### src/rtl/alu_operand_stage.sv
// rtl/alu_operand_stage.sv - ALU issue stage: register file, writeback bypass, two-slot output skid buffer
module alu_operand_stage #(
  parameter int DW = 32,
  parameter int AW = 5
) (
  input  logic          clk,
  input  logic          clrn,
  input  logic          in_valid,
  output logic          in_ready,
  input  logic [AW-1:0] in_rs,
  input  logic [AW-1:0] in_rt,
  input  logic [DW-1:0] in_imm,
  input  logic          in_use_imm,
  input  logic [1:0]    in_aluc,
  input  logic [AW-1:0] in_rd,
  input  logic          wb_we,
  input  logic [AW-1:0] wb_rd,
  input  logic [DW-1:0] wb_data,
  output logic          out_valid,
  input  logic          out_ready,
  output logic [DW-1:0] out_x,
  output logic [DW-1:0] out_y,
  output logic [1:0]    out_aluc,
  output logic [AW-1:0] out_rd
);

  localparam int NREG = 2 ** AW;

  typedef struct packed {
    logic [DW-1:0] x;
    logic [DW-1:0] y;
    logic [1:0]    aluc;
    logic [AW-1:0] rd;
    logic [AW-1:0] rs;
    logic [AW-1:0] rt;
    logic          use_imm;
  } slot_t;

  logic [DW-1:0] rf_q [NREG];
  slot_t         out_q, out_d, skid_q, skid_d;
  logic          out_v_q, out_v_d, skid_v_q, skid_v_d;
  slot_t         new_slot, out_r, skid_r;
  logic [DW-1:0] rd_x, rd_y;
  logic          wb_hit, accept, xfer;

  // Held slots follow later writebacks so a stalled operand never goes stale.
  function automatic slot_t refresh(input slot_t s, input logic valid, input logic hit,
                                    input logic [AW-1:0] r, input logic [DW-1:0] d);
    slot_t t;
    t = s;
    if (valid && hit) begin
      if (s.rs == r) t.x = d;
      if (!s.use_imm && s.rt == r) t.y = d;
    end
    return t;
  endfunction

  assign wb_hit = wb_we && (wb_rd != '0);
  assign accept = in_valid && in_ready;
  assign xfer   = out_v_q && out_ready;

  always_comb begin
    rd_x = '0;
    rd_y = '0;
    if (in_rs != '0) rd_x = (wb_hit && wb_rd == in_rs) ? wb_data : rf_q[in_rs];
    if (in_rt != '0) rd_y = (wb_hit && wb_rd == in_rt) ? wb_data : rf_q[in_rt];
    new_slot         = '0;
    new_slot.x       = rd_x;
    new_slot.y       = in_use_imm ? in_imm : rd_y;
    new_slot.aluc    = in_aluc;
    new_slot.rd      = in_rd;
    new_slot.rs      = in_rs;
    new_slot.rt      = in_rt;
    new_slot.use_imm = in_use_imm;
  end

  always_comb begin
    out_r    = refresh(out_q, out_v_q, wb_hit, wb_rd, wb_data);
    skid_r   = refresh(skid_q, skid_v_q, wb_hit, wb_rd, wb_data);
    out_d    = out_r;
    out_v_d  = out_v_q;
    skid_d   = skid_r;
    skid_v_d = skid_v_q;
    if (xfer) begin
      if (skid_v_q) begin
        out_d    = skid_r;
        skid_v_d = 1'b0;
      end else if (accept) begin
        out_d = new_slot;
      end else begin
        out_v_d = 1'b0;
      end
    end else if (out_v_q) begin
      if (accept) begin
        skid_d   = new_slot;
        skid_v_d = 1'b1;
      end
    end else if (accept) begin
      out_d   = new_slot;
      out_v_d = 1'b1;
    end
  end

  always_ff @(posedge clk or negedge clrn) begin
    if (!clrn) begin
      out_q    <= '0;
      skid_q   <= '0;
      out_v_q  <= 1'b0;
      skid_v_q <= 1'b0;
    end else begin
      out_q    <= out_d;
      skid_q   <= skid_d;
      out_v_q  <= out_v_d;
      skid_v_q <= skid_v_d;
    end
  end

  always_ff @(posedge clk or negedge clrn) begin
    if (!clrn) begin
      for (int i = 0; i < NREG; i++) rf_q[i] <= '0;
    end else if (wb_hit) begin
      rf_q[wb_rd] <= wb_data;
    end
  end

  assign in_ready  = ~skid_v_q;
  assign out_valid = out_v_q;
  assign out_x     = out_q.x;
  assign out_y     = out_q.y;
  assign out_aluc  = out_q.aluc;
  assign out_rd    = out_q.rd;

endmodule
### config.mk
export PLATFORM = sky130hd
export DESIGN_NAME = alu_operand_stage
export DESIGN_NICKNAME = d
export VERILOG_FILES = /design/src/rtl/alu_operand_stage.sv
export SDC_FILE = /design/constraint.sdc
export NUM_CORES = 2
export LEC_CHECK = 0
export BUFFER_PORTS_ARGS = -buffer_cell sky130_fd_sc_hd__buf_2
export CORE_ASPECT_RATIO = 1.4
export CORE_MARGIN = 1
export CORE_UTILIZATION = 26
export CTS_CLUSTER_SIZE = 30
export DETAILED_ROUTE_END_ITERATION = 10
export PLACE_DENSITY = 0.45
export SYNTH_ARGS = -nofsm -noshare
export SYNTH_HDL_FRONTEND = slang
export SYNTH_SLANG_ARGS = --single-unit
export TNS_END_PERCENT = 5
### constraint.sdc
create_clock -name clk -period 6.4 [get_ports clk]
set_input_delay 0.32 -clock clk [delete_from_list [all_inputs] [get_ports clk]]
set_output_delay 0.32 -clock clk [all_outputs]
set_load 0.02 [all_outputs]
# == After elaboration in Yosys (flattened, before gate mapping) ==
# Cells that the tools add are included.
# word_totals
regBits,1190
latch_bits,0
ramBits,0
mem_bits_ro,0
in_bits,92
memories,0
# classes
add_sub_neg,0
mul,0
div_mod_pow,0
order_cmp,4
eq_ne,9
shift,0
muxes,35
bitwise,5
n_reduce_logical,20
# ops
cell,count
$bwmux W1024,1
$mux W82,7
$mux W32,14
$bmux W32 S5,2
$demux W32 S5,1
$mux W64,2
$eq A5 B5 Y1,6
$ge A6 B6 Y1 const B,3
$not A5 Y6,3
$reduce_bool A5 Y1,3
$logic_and A1 B1 Y1,10
$mux W1,8
$lt A6 B1 Y1 const B,1
$ne A2 B2 Y1 const B,2
$reduce_and A2 Y1,2
$reduce_bool A2 Y1,2
$reduce_and A3 Y1,1
$logic_not A1 Y1,2
$ne A2 B1 Y1 const B,1
$not A1 Y1,2

# == Longest topological paths before layout ==
# depth
ltp_word,10
ltp_mapped,12
depth_no_buf,6

# == Worst setup path after synthesis ==
# OpenSTA, ideal clock, no wires.
# synth_timing
path_kind,input to register
start,in in_rs[1]
end,"reg out_q, in the netlist out_x[6]"
setup_ns,0.146
arrival_ns,2.313
required_ns,6.254
path_slack_ns,3.941
cell_stages,10
path_cell_list,buf_2 -> buf_6 -> buf_4 -> buf_1 -> mux4_2 -> mux4_2 -> o211ai_1 -> o211ai_1 -> nand2_1 -> o221ai_1
# synth_lines
element,line_no,rtl
"start, declared",10,"input logic [AW-1:0] in_rs,"
"end signal, assigned",111,out_q <= out_d;
"end, declared",40,"slot_t out_q, out_d, skid_q, skid_d;"

==> impl_results.md <==
* Clock sinks at 1,190
* CORE AREA at 241,000 sq um
* Vias in the first global route at 42,200
* Tmin final at 3.70 ns
* Reg clk slew, reported paths at 0.06 ns
* Syn_area_per_cell at 14.7 sq um
* # port buffers at 164
* Post-DR wirelength/cell at 32.9 um
* Crit path depth at 9
* Vias per Instance at 5.38
* Crit Path Max Fanout at 19
* Root buffer cell: clkbuf_16
* Via count at 40,300
* Crit Path Category: in2reg
* Sequential cell area fraction in the yosys report at 47.3%
* Post-synth EDFFs at 0
* Worst Setup SP: in_rt[4]
* Detailed Place HPWL at 146 mm
* R2R Path End: out_y[3]
* First-pass GRT wire length at 349 mm
* Cell family with most CP delay: simple AND/OR/NAND/NOR gates
* Synth Instances at 4,292
* Nets at 4,254
* Yosys warns at 0
* Most frequent cells in the layout: dfrtp_1 (1,190), mux2_2 (999), mux4_2 (541), mux2i_1 (251), buf_2 (157)
* Gpl congestion at 0.788
* Pwr/cell area at 341 nW/um^2
* Leakage at 0.0305 uW
* Final core occ at 29.7%
* Dominant synthesized flop cell: dfrtp_1
* Post-synthesis cell area at 63,000 sq um
* Pins Over Slew Limit at 0
* Startpoint types: input pin
* RSZ-0062 raised after global routing: no
* Die Height at 584 um
* Starting DRT DRC Count at 3,021
* FF+latch count, synth at 1,190
* Hold Crit Class: in2reg
* Syn-to-layout area delta at 13.5%
* Fill count at 24,000
* Largest net degree at the start of global routing at 165
* Tot GR Track Use at 20.2%
* CP endpoint kind: register
* Clock Latency Late Sink at 0.77 ns
* Setup TNS at 0 ns
* Cts bufs inserted at 134
* Fin crit share at 57.8%
* Reg2Reg Setup Slack at 3.10 ns
* Initial Utilization at 26.2%
* Final wirelength at 246 mm
* CP cell instances: dlygate4sd3_1 -> buf_2 -> nor2b_1 -> nand2b_2 -> buf_4 -> o22ai_1 -> nor4_1 -> a222oi_1 -> o21ai_1
* Reg-to-reg startpoint: out_valid
* CP max stage cell: nand2b_2
* Die Outline Area at 244,000 sq um
* GRT overflow at 0
* Reg2reg path depth at 6
* Antenna-violating nets left at 0
* Syn_nets at 4,384
* IO Pins at 165
* Hold WS at 0.0788 ns
* Final hold vios at 0
* Worst Setup EP: out_y[8]
* Fmax at 270 MHz
* Cell variety after synth at 59
* Buf+Inv Stages, Crit Path at 3
* MaxCap Viol Count at 0
* Row cnt at 213
* Status: complete, no violations
* CP Data Required Time at 7.03 ns
* Max Clock Skew at 0.0274 ns
* Critical Path AT at 4.33 ns
* Worst slew pin tran at 1.26 ns
* Final Setup Violations at 0
* Initial antenna violation count at 31
* Die X at 418 um
* Number of remaining DRC errors at 0
* Crit-path max cell delay at 0.90 ns
* Share of flip-flops with an asynchronous set or reset at 100%
* Normalized max-slew margin at 15.9%
* Drt first pass iters at 9
* Peak supply drop at 0.000239 V
* CTS tree: done
* CTS H-tree lvls at 4
* Layout cells sized above 1 at 48.8%
* Commonest non-fill, non-tap cell in the layout: dfrtp_1
* Clock Path Buffers at 3
-- layout make-up --
type | instances | area [sq um] | area share [%]
sequential | 1190 | 29800 | 41.7
antenna | 8 | 20.0 | 0.0280
tap | 3225 | 4040 | 5.65
multi-input combinational | 2503 | 30800 | 43.1
clock buffer | 194 | 3950 | 5.53
clock inverter | 34 | 464 | 0.650
inverter | 22 | 82.6 | 0.116
timing repair buffer | 311 | 2310 | 3.23
-- per-stage QoR --
| stage | total power (uW) | setup slack, ns | instance area, sq um | instances |
|---|---|---|---|---|
| global route | 25500 | 2.64 | 71400 | 7480 |
| floorplan | 14500 | 3.94 | 63000 | 4292 |
| CTS | 24600 | 2.80 | 71400 | 7479 |
| finish | 24400 | 2.70 | 71400 | 7487 |
| global placement | 16300 | 2.01 | 66600 | 7208 |
| detailed placement | 16500 | 2.02 | 66600 | 7208 |
-- what timing repair did --
item / 4_1_cts / 5_1_grt
hold endpoints to repair: 177 / 0
buffers inserted: 0 / 0
endpoints found under the setup margin: 0 / 0
resized for setup: 0 / 0
hold buffers: 43 / 0
-- cells by family (layout without fill, tap and decap cells) --
kind of cell / Yosys count / in the layout / share of synthesized area, %
muxes: 1791 / 1791 / 41.2
DFF: 1190 / 1190 / 47.3
buffers and inverters: 599 / 561 / 4.35
AOI/OAI and AO/OA: 414 / 414 / 4.74
and+or+nand+nor: 268 / 268 / 2.00
xor gates and xnor gates: 30 / 30 / 0.417
other: 0 / 8 / 0
-- state kept, by name, summed over array words and instances, names as in the netlist --
register	count
skid_q	82
out_valid	1
skid_v_q	1
out_rd	5
out_aluc	2
out_y	32
rf_q	1024
out_q	11
out_x	32
-- cells in the mapped netlist (all sizes together), types with 19 or more instances --
master | number | area share, %
buf | 272 | 2.4
xnor2 | 19 | 0.26
a222oi | 47 | 0.75
a21oi | 36 | 0.29
nor4 | 30 | 0.31
o22a | 37 | 0.51
a22oi | 21 | 0.25
o211ai | 21 | 0.25
mux4 | 541 | 19
nor2 | 56 | 0.33
nand3 | 29 | 0.23
dfrtp | 1190 | 47
clkbuf | 305 | 1.8
o22ai | 125 | 1.2
mux2i | 251 | 4.0
mux2 | 999 | 18
inv | 22 | 0.13
nand2 | 105 | 0.63
o21ai | 56 | 0.45
-- report_power, final --
part | total (uW) | leakage, uW | internal [uW] | switching (uW)
registers | 10500 | 0.0152 | 9200 | 1260
clock network | 8020 | 0.00219 | 4710 | 3310
logic | 5880 | 0.0131 | 3020 | 2860
-- worst min path at each step --
stage	end	cells past startpoint	start	slack, ns
4_1_cts	out_q[9]	3	in_valid	0.006
5_1_grt	skid_q[2]	3	in_rt[1]	0.05
3_3_place_gp	rf_q[822]	1	clrn	0.36
6_report	out_q[9]	3	in_valid	0.08
2_1_floorplan	out_aluc[0]	0	clrn	0.02
3_5_place_dp	rf_q[822]	1	clrn	0.37
-- per-layer routing --
| metal | track usage, % | vias to the layer above | part of all wire (%) |
|---|---|---|---|
| met1 | 25.1 | 22600 | 40 |
| met5 | 0 | - | 0.033 |
| met2 | 35.4 | 1131 | 51 |
| li1 | - | 16200 | - |
| met4 | 7.52 | 14 | 3.8 |
| met3 | 2.83 | 366 | 4.6 |
-- worst min-delay path, stage by stage --
cell and delay [ns]:
buf_2 0.15, a31oi_1 0.15, o221a_2 0.19
No activity file was read; power rests on OpenSTA's default activity.
